$ cat config.mk
export PLATFORM = sky130hd
export DESIGN_NAME = mul
export DESIGN_NICKNAME = d
export VERILOG_FILES = /design/src/rtl/mul.sv
export SDC_FILE = /design/constraint.sdc
export NUM_CORES = 1
export LEC_CHECK = 0
export CAP_MARGIN = 10
export CORE_ASPECT_RATIO = 1.25
export CORE_MARGIN = 1
export CORE_UTILIZATION = 60
export DETAILED_ROUTE_END_ITERATION = 16
export PLACE_DENSITY = 0.85
export SYNTH_ARGS = -nofsm -noshare
export SYNTH_HDL_FRONTEND = slang
export SYNTH_SLANG_ARGS = --single-unit
$ cat constraint.sdc
create_clock -name clk -period 4.7 [get_ports clk]
set_input_delay 0.47 -clock clk [delete_from_list [all_inputs] [get_ports clk]]
set_output_delay 0.47 -clock clk [all_outputs]
set_load 0.02 [all_outputs]
$ cat src/rtl/mul.sv
// Signed fixed-point multiplier, Q(WIDTH-FBITS).FBITS operands and result.
// Sequential shift-add on magnitudes: one result every WIDTH+2 cycles, with overflow detection.
module mul #(
    parameter int WIDTH = 32,
    parameter int FBITS = 16
) (
    input  logic                    clk,
    input  logic                    rst_n,
    input  logic                    start,
    input  logic signed [WIDTH-1:0] a,
    input  logic signed [WIDTH-1:0] b,
    output logic                    busy,
    output logic                    done,
    output logic                    valid,
    output logic                    ovf,
    output logic signed [WIDTH-1:0] val
);

    localparam int CW = (WIDTH > 1) ? $clog2(WIDTH) : 1;
    localparam logic [CW-1:0] LAST_STEP = CW'(WIDTH - 1);

    // Largest representable magnitudes: 2^(WIDTH-1) for negative results, one less for positive.
    localparam logic [2*WIDTH-1:0] NEG_LIM = {{WIDTH{1'b0}}, 1'b1, {(WIDTH-1){1'b0}}};
    localparam logic [2*WIDTH-1:0] POS_LIM = NEG_LIM - 1'b1;

    typedef enum logic [1:0] {
        IDLE,
        CALC,
        FIN
    } state_t;

    state_t state_reg, state_next;

    logic [2*WIDTH-1:0] mcand_reg;
    logic [2*WIDTH-1:0] acc_reg;
    logic [WIDTH-1:0]   mplier_reg;
    logic               sign_reg;
    logic [CW-1:0]      cnt_reg;

    logic               busy_reg;
    logic               done_reg;
    logic               valid_reg;
    logic               ovf_reg;
    logic [WIDTH-1:0]   val_reg;

    logic [WIDTH-1:0]   abs_a;
    logic [WIDTH-1:0]   abs_b;
    logic [2*WIDTH-1:0] m_full;
    logic [WIDTH-1:0]   m_low;
    logic               ovf_next;
    logic [WIDTH-1:0]   val_next;

    // Negating the most negative operand wraps to 2^(WIDTH-1), which is exact as unsigned.
    assign abs_a = a[WIDTH-1] ? $unsigned(-a) : $unsigned(a);
    assign abs_b = b[WIDTH-1] ? $unsigned(-b) : $unsigned(b);

    assign m_full   = acc_reg >> FBITS;
    assign m_low    = m_full[WIDTH-1:0];
    assign ovf_next = sign_reg ? (m_full > NEG_LIM) : (m_full > POS_LIM);
    assign val_next = ovf_next ? '0 : (sign_reg ? (~m_low + 1'b1) : m_low);

    always_ff @(posedge clk or negedge rst_n) begin
        if (!rst_n) begin
            state_reg <= IDLE;
        end else begin
            state_reg <= state_next;
        end
    end

    always_comb begin
        state_next = state_reg;
        case (state_reg)
            IDLE:    if (start) state_next = CALC;
            CALC:    if (cnt_reg == LAST_STEP) state_next = FIN;
            FIN:     state_next = IDLE;
            default: state_next = IDLE;
        endcase
    end

    always_ff @(posedge clk or negedge rst_n) begin
        if (!rst_n) begin
            mcand_reg  <= '0;
            acc_reg    <= '0;
            mplier_reg <= '0;
            sign_reg   <= 1'b0;
            cnt_reg    <= '0;
            busy_reg   <= 1'b0;
            done_reg   <= 1'b0;
            valid_reg  <= 1'b0;
            ovf_reg    <= 1'b0;
            val_reg    <= '0;
        end else begin
            done_reg <= 1'b0;
            case (state_reg)
                IDLE: begin
                    if (start) begin
                        mcand_reg  <= {{WIDTH{1'b0}}, abs_a};
                        mplier_reg <= abs_b;
                        sign_reg   <= a[WIDTH-1] ^ b[WIDTH-1];
                        acc_reg    <= '0;
                        cnt_reg    <= '0;
                        busy_reg   <= 1'b1;
                    end
                end
                CALC: begin
                    if (mplier_reg[0]) begin
                        acc_reg <= acc_reg + mcand_reg;
                    end
                    mcand_reg  <= mcand_reg << 1;
                    mplier_reg <= mplier_reg >> 1;
                    cnt_reg    <= cnt_reg + 1'b1;
                end
                FIN: begin
                    busy_reg  <= 1'b0;
                    done_reg  <= 1'b1;
                    ovf_reg   <= ovf_next;
                    valid_reg <= ~ovf_next;
                    val_reg   <= val_next;
                end
                default: ;
            endcase
        end
    end

    assign busy  = busy_reg;
    assign done  = done_reg;
    assign valid = valid_reg;
    assign ovf   = ovf_reg;
    assign val   = $signed(val_reg);

endmodule

[Yosys cells after proc, flatten, opt, wreduce, memory -nomap -nowiden]
Cells that the tools add are included.
Word-level totals
  input bits: 67
  output and inout bits: 36
  flip-flop bits (word level): 204
  logic and storage cells: 55
Cells by class
  bitwise logic cells: 3
  mux-type cells: 20
  reductions and logical operators: 8
  add/sub/neg operators: 5
  equality and inequality tests: 6
  $lt $le $gt $ge: 2
Operators with widths (number)
  $pmux W64 S2: 2
  $mux W64: 3
  $mux W32: 5
  $add A64 B64 Y64: 1
  $neg A32 Y32: 2
  $pmux W32 S2: 1
  $gt A48 B31 Y1 const B: 1
  $gt A48 B32 Y1 const B: 1
  $add A32 B1 Y32 const B: 1
  $not A32 Y32: 1
  $pmux W5 S2: 1
  $reduce_and A2 Y1: 4
  $ne A2 B2 Y1 const B: 3
  $add A5 B1 Y5 const B: 1
  $eq A5 B5 Y1 const B: 1
  $mux W5: 1
  $mux W2: 2
  $pmux W2 S2: 1
  $reduce_bool A2 Y1: 2
  $mux W1: 3
  $reduce_and A3 Y1: 1
  $eq A2 B1 Y1 const B: 1
  $eq A2 B2 Y1 const B: 1
  $logic_not A2 Y1: 1
  other kinds (3): 3

[Depth between registers and ports, before layout]
  word-level depth: 4
  depth in mapped cells: 13
  gate-level depth less buffers: 13

[Least setup slack after synthesis]
No wires, ideal clock.
  path type: register to register
  start point: register acc_reg[26]
  end point: register ovf_reg, in the netlist ovf
  cell stages (with the launch flop): 12
  data arrival time: 3544 ps
  path buffers: 1
  slack: 1037 ps
  cell sequence: dfrtp_1 or4_1 or3_1 or3_4 or4_4 nand2b_4 or4_4 or2_4 o31ai_4 nand4_4 buf_6 o21a_1
Between the ends
  cells in the longest elaborated chain, start to end: 2
Ends and longest elaborated chain
  start: declaration: RTL line 35  | logic [2*WIDTH-1:0] acc_reg;
  start signal: assignment: RTL line 107  | acc_reg <= acc_reg + mcand_reg;
  $gt A48 B31 Y1 or $gt A48 B32 Y1 (tied branches): RTL line 59  | assign ovf_next = sign_reg ? (m_full > NEG_LIM) : (m_full > POS_LIM);
  $mux W1 *: RTL line 59
  end signal: assignment: RTL line 116  | ovf_reg <= ovf_next;
  end: declaration: RTL line 43  | logic ovf_reg;
Mark *: on every way between the ends. The rest lies on a longest branch, timed or not.
A chain may end at the register's enable or synchronous reset.

[Worst setup path in the final report]
  start point: register acc_reg[26]
  end point: register val_reg[2], in the netlist val[2]
Between the ends
  cells in the longest elaborated chain, start to end: 3
Ends and longest elaborated chain
  $gt A48 B31 Y1 or $gt A48 B32 Y1 (tied branches): RTL line 59
  $mux W1 *: RTL line 59
  $mux W32 *: RTL line 60  | assign val_next = ovf_next ? '0 : (sign_reg ? (~m_low + 1'b1) : m_low);
  end signal: assignment: RTL line 118  | val_reg <= val_next;
  end: declaration: RTL line 44  | logic [WIDTH-1:0] val_reg;
Marked as above.

==> results.txt <==
PwrDens - 698 mW/mm2
Initial DRC Count - 691
gr ovfl total - 0
relative slew slack - 0.276
Non-Filler Instances - 1893
clk root buf - clkbuf_16
final setup violating endpoints - 0
ys async rst share - 1.00
placed cells - 1855
Worst EP required - 5.13 ns
Placer Congestion - 0.944
Clock Path Buffers - 3
Synth Register Bits - 204
Post-CTS Setup Bufs - 0
GRT Overall Usage - 0.301
Arr. time, crit path - 4.59 ns
Antenna Cells - 0
Layout Utilization - 0.699
cts hold-fix bufs - 0
dpl ws - 0.530 ns
antenna violations before repair - 1
Synth Instances - 1552
Residual DRC - 0
setup TNS - 0 ns
post-DR wirelength/cell - 17.4 um
total CTS buffers - 21
Synth Area per Inst - 8.57 um2
Chip Height - 168 um
sequential share of the synthesized area - 0.384
Clock Latency Late Sink - 0.52 ns
vias in the first global route - 11700
unrepaired setup endpoints after global routing - no
Hold Vio Cnt, Final - 1
slew of the pin with the lowest slew margin - 1.08 ns
max-slew violations - 0
final worst slack - 0.532 ns
HP Class - in -> async
first-pass GRT wire length - 55.8 mm
CORE AREA - 0.0216 mm2
Initial Util - 0.615
fin crit share - 0.887
static leakage - 6.73 nW
Top FF cell, synth - dfrtp_1
Max Cap Viol - 0
Final ANT Viol Nets - 0
fmax - 240 MHz
failing checks - hold timing
Final Instance Area - 0.0151 mm2
status - finished with violations
via/cell ratio - 6.17
Routed WL - 33.0 mm
Sink Count - 204
syn nets - 1688
area grow syn2layout - 13.7%
Netlist cell types - 66
Mapped Area - 0.0133 mm2
Setup Skew - 0.0226 ns
Clock Pin Slew Worst Setup and Hold Paths - 0.06 ns
Critical Path Start Type - register
Die W - 135 um
largest area contributor in the synthesized netlist - dfrtp_1
# rows - 60
Vias - 11700
largest cells by area after synthesis - dfrtp_1 (38%), nand2_1 (7.3%), xor2_1 (7.2%), o21ai_0 (7.2%), ha_1 (6.4%)
EDFF count, synth - 0
Cell Area, Placed - 0.0144 mm2
hold_ws - -0.00180 ns
Critical Path Fanout Max - 34
post-detail-place hpwl - 24.4 mm
Crit Path Category - reg -> reg
CTS H-tree depth - 1
Peak VDD IR - 0.354 mV
Port Buffers - 102
layout cells sized above 1 - 0.0477
largest net degree at the start of global routing - 104
die area - 0.0228 mm2
Pwr Total - 10.6 mW
I/O pin count - 103
Final nets - 1735
Pre-antenna DRT Iters - 7
top-area cell type share of the netlist area - 0.384
CTS tree - done
crit path capture type - register
Yosys warnings - 0
commonest non-fill, non-tap cell in the layout - nand2_1
most frequent cells in the layout - nand2_1 (260), dfrtp_1 (204), o21ai_0 (190), xor2_1 (110), clkdlybuf4s50_1 (101)
CTS resizes - 0
min cycle time layout - 4.17 ns
==> final timing paths <==
path	startpoint	endpoint	slack, ns	cells after the start
max	acc_reg[26]$_DFFE_PN0P_	val[2]$_DFFE_PN0P_	0.53	10
min	rst_n	mplier_reg[30]$_DFFE_PN0P_	-0.002	1
max reg2reg	acc_reg[26]$_DFFE_PN0P_	val[2]$_DFFE_PN0P_	0.53	10
min reg2reg	valid$_DFFE_PN0P_	valid$_DFFE_PN0P_	0.48	2
max in group asynchronous	rst_n	val[29]$_DFFE_PN0P_	3.62	2
min in group clk	valid$_DFFE_PN0P_	valid$_DFFE_PN0P_	0.48	2
==> cells in the mapped netlist (4+ instances only) <==
library cell and instances:
a22oi_1 59, clkbuf_1 77, o41ai_1 13, nand3_1 49, nor2b_1 5, nand2_1 260
o21a_1 8, o21bai_1 19, inv_1 31, ha_1 68, a21boi_0 4, nand2b_1 14
o31ai_1 26, a22o_1 4, dfrtp_1 204, nand4_1 25, xor2_1 110, a31oi_1 7
mux2i_1 7, o211ai_1 4, buf_1 8, nor3_1 16, o221ai_1 4, a21o_1 28
or3_1 12, xnor2_1 37, o21ai_1 21, nor2_1 47, a211oi_1 4, nor4_1 16
or2_2 8, o21ai_2 7, nand3b_1 4, and3_1 9, o21ai_0 190, a21oi_1 88
and2_1 6, or4_1 11
==> layout make-up <==
| type | instances | area (um2) |
|---|---|---|
| clock inverters | 10 | 104 |
| inverters | 31 | 116 |
| well taps | 279 | 349 |
| clock buffers | 28 | 592 |
| flip-flops and latches | 204 | 5100 |
| repair buffers | 114 | 1130 |
| multi-input cells | 1227 | 7730 |
| fillers | 1779 | 6500 |
==> critical path, cell delays in order (launching register included) <==
cell and delay, ns:
dfrtp_1 0.42, or4_1 0.55, or3_1 0.35, or3_4 0.36
or4_4 0.44, nand2b_4 0.16, or4_4 0.44, or2_4 0.29
o31ai_4 0.27, nand4_4 0.45, o21ai_0 0.33
==> kinds of logic (layout without fill, tap and decap cells) <==
logic type	count (synthesis)	after routing	share of synthesized area
compound gates	510	510	0.238
xor+xnor	147	147	0.0968
fa+ha+maj	69	69	0.0655
buf+inv	121	183	0.0366
flops	204	204	0.384
mux	7	7	0.00527
simple gates	494	494	0.174
==> metal layers <==
layer / track usage / vias to the layer above / part of all wire
li1: - / 5704 / -
met2: 0.535 / 318 / 0.51
met4: 0.108 / 0 / 0.029
met3: 0.0455 / 72 / 0.049
met1: 0.365 / 5588 / 0.42
met5: 0 / - / 0
==> power by group <==
part | switching, mW | leakage (nW) | internal (mW)
sequential | 0.667 | 2.62 | 2.43
clock | 0.692 | 0.351 | 0.995
combinational | 3.55 | 3.76 | 2.22
total | 4.91 | 6.73 | 5.64
Note: power is estimated with default switching activity, not from simulation.
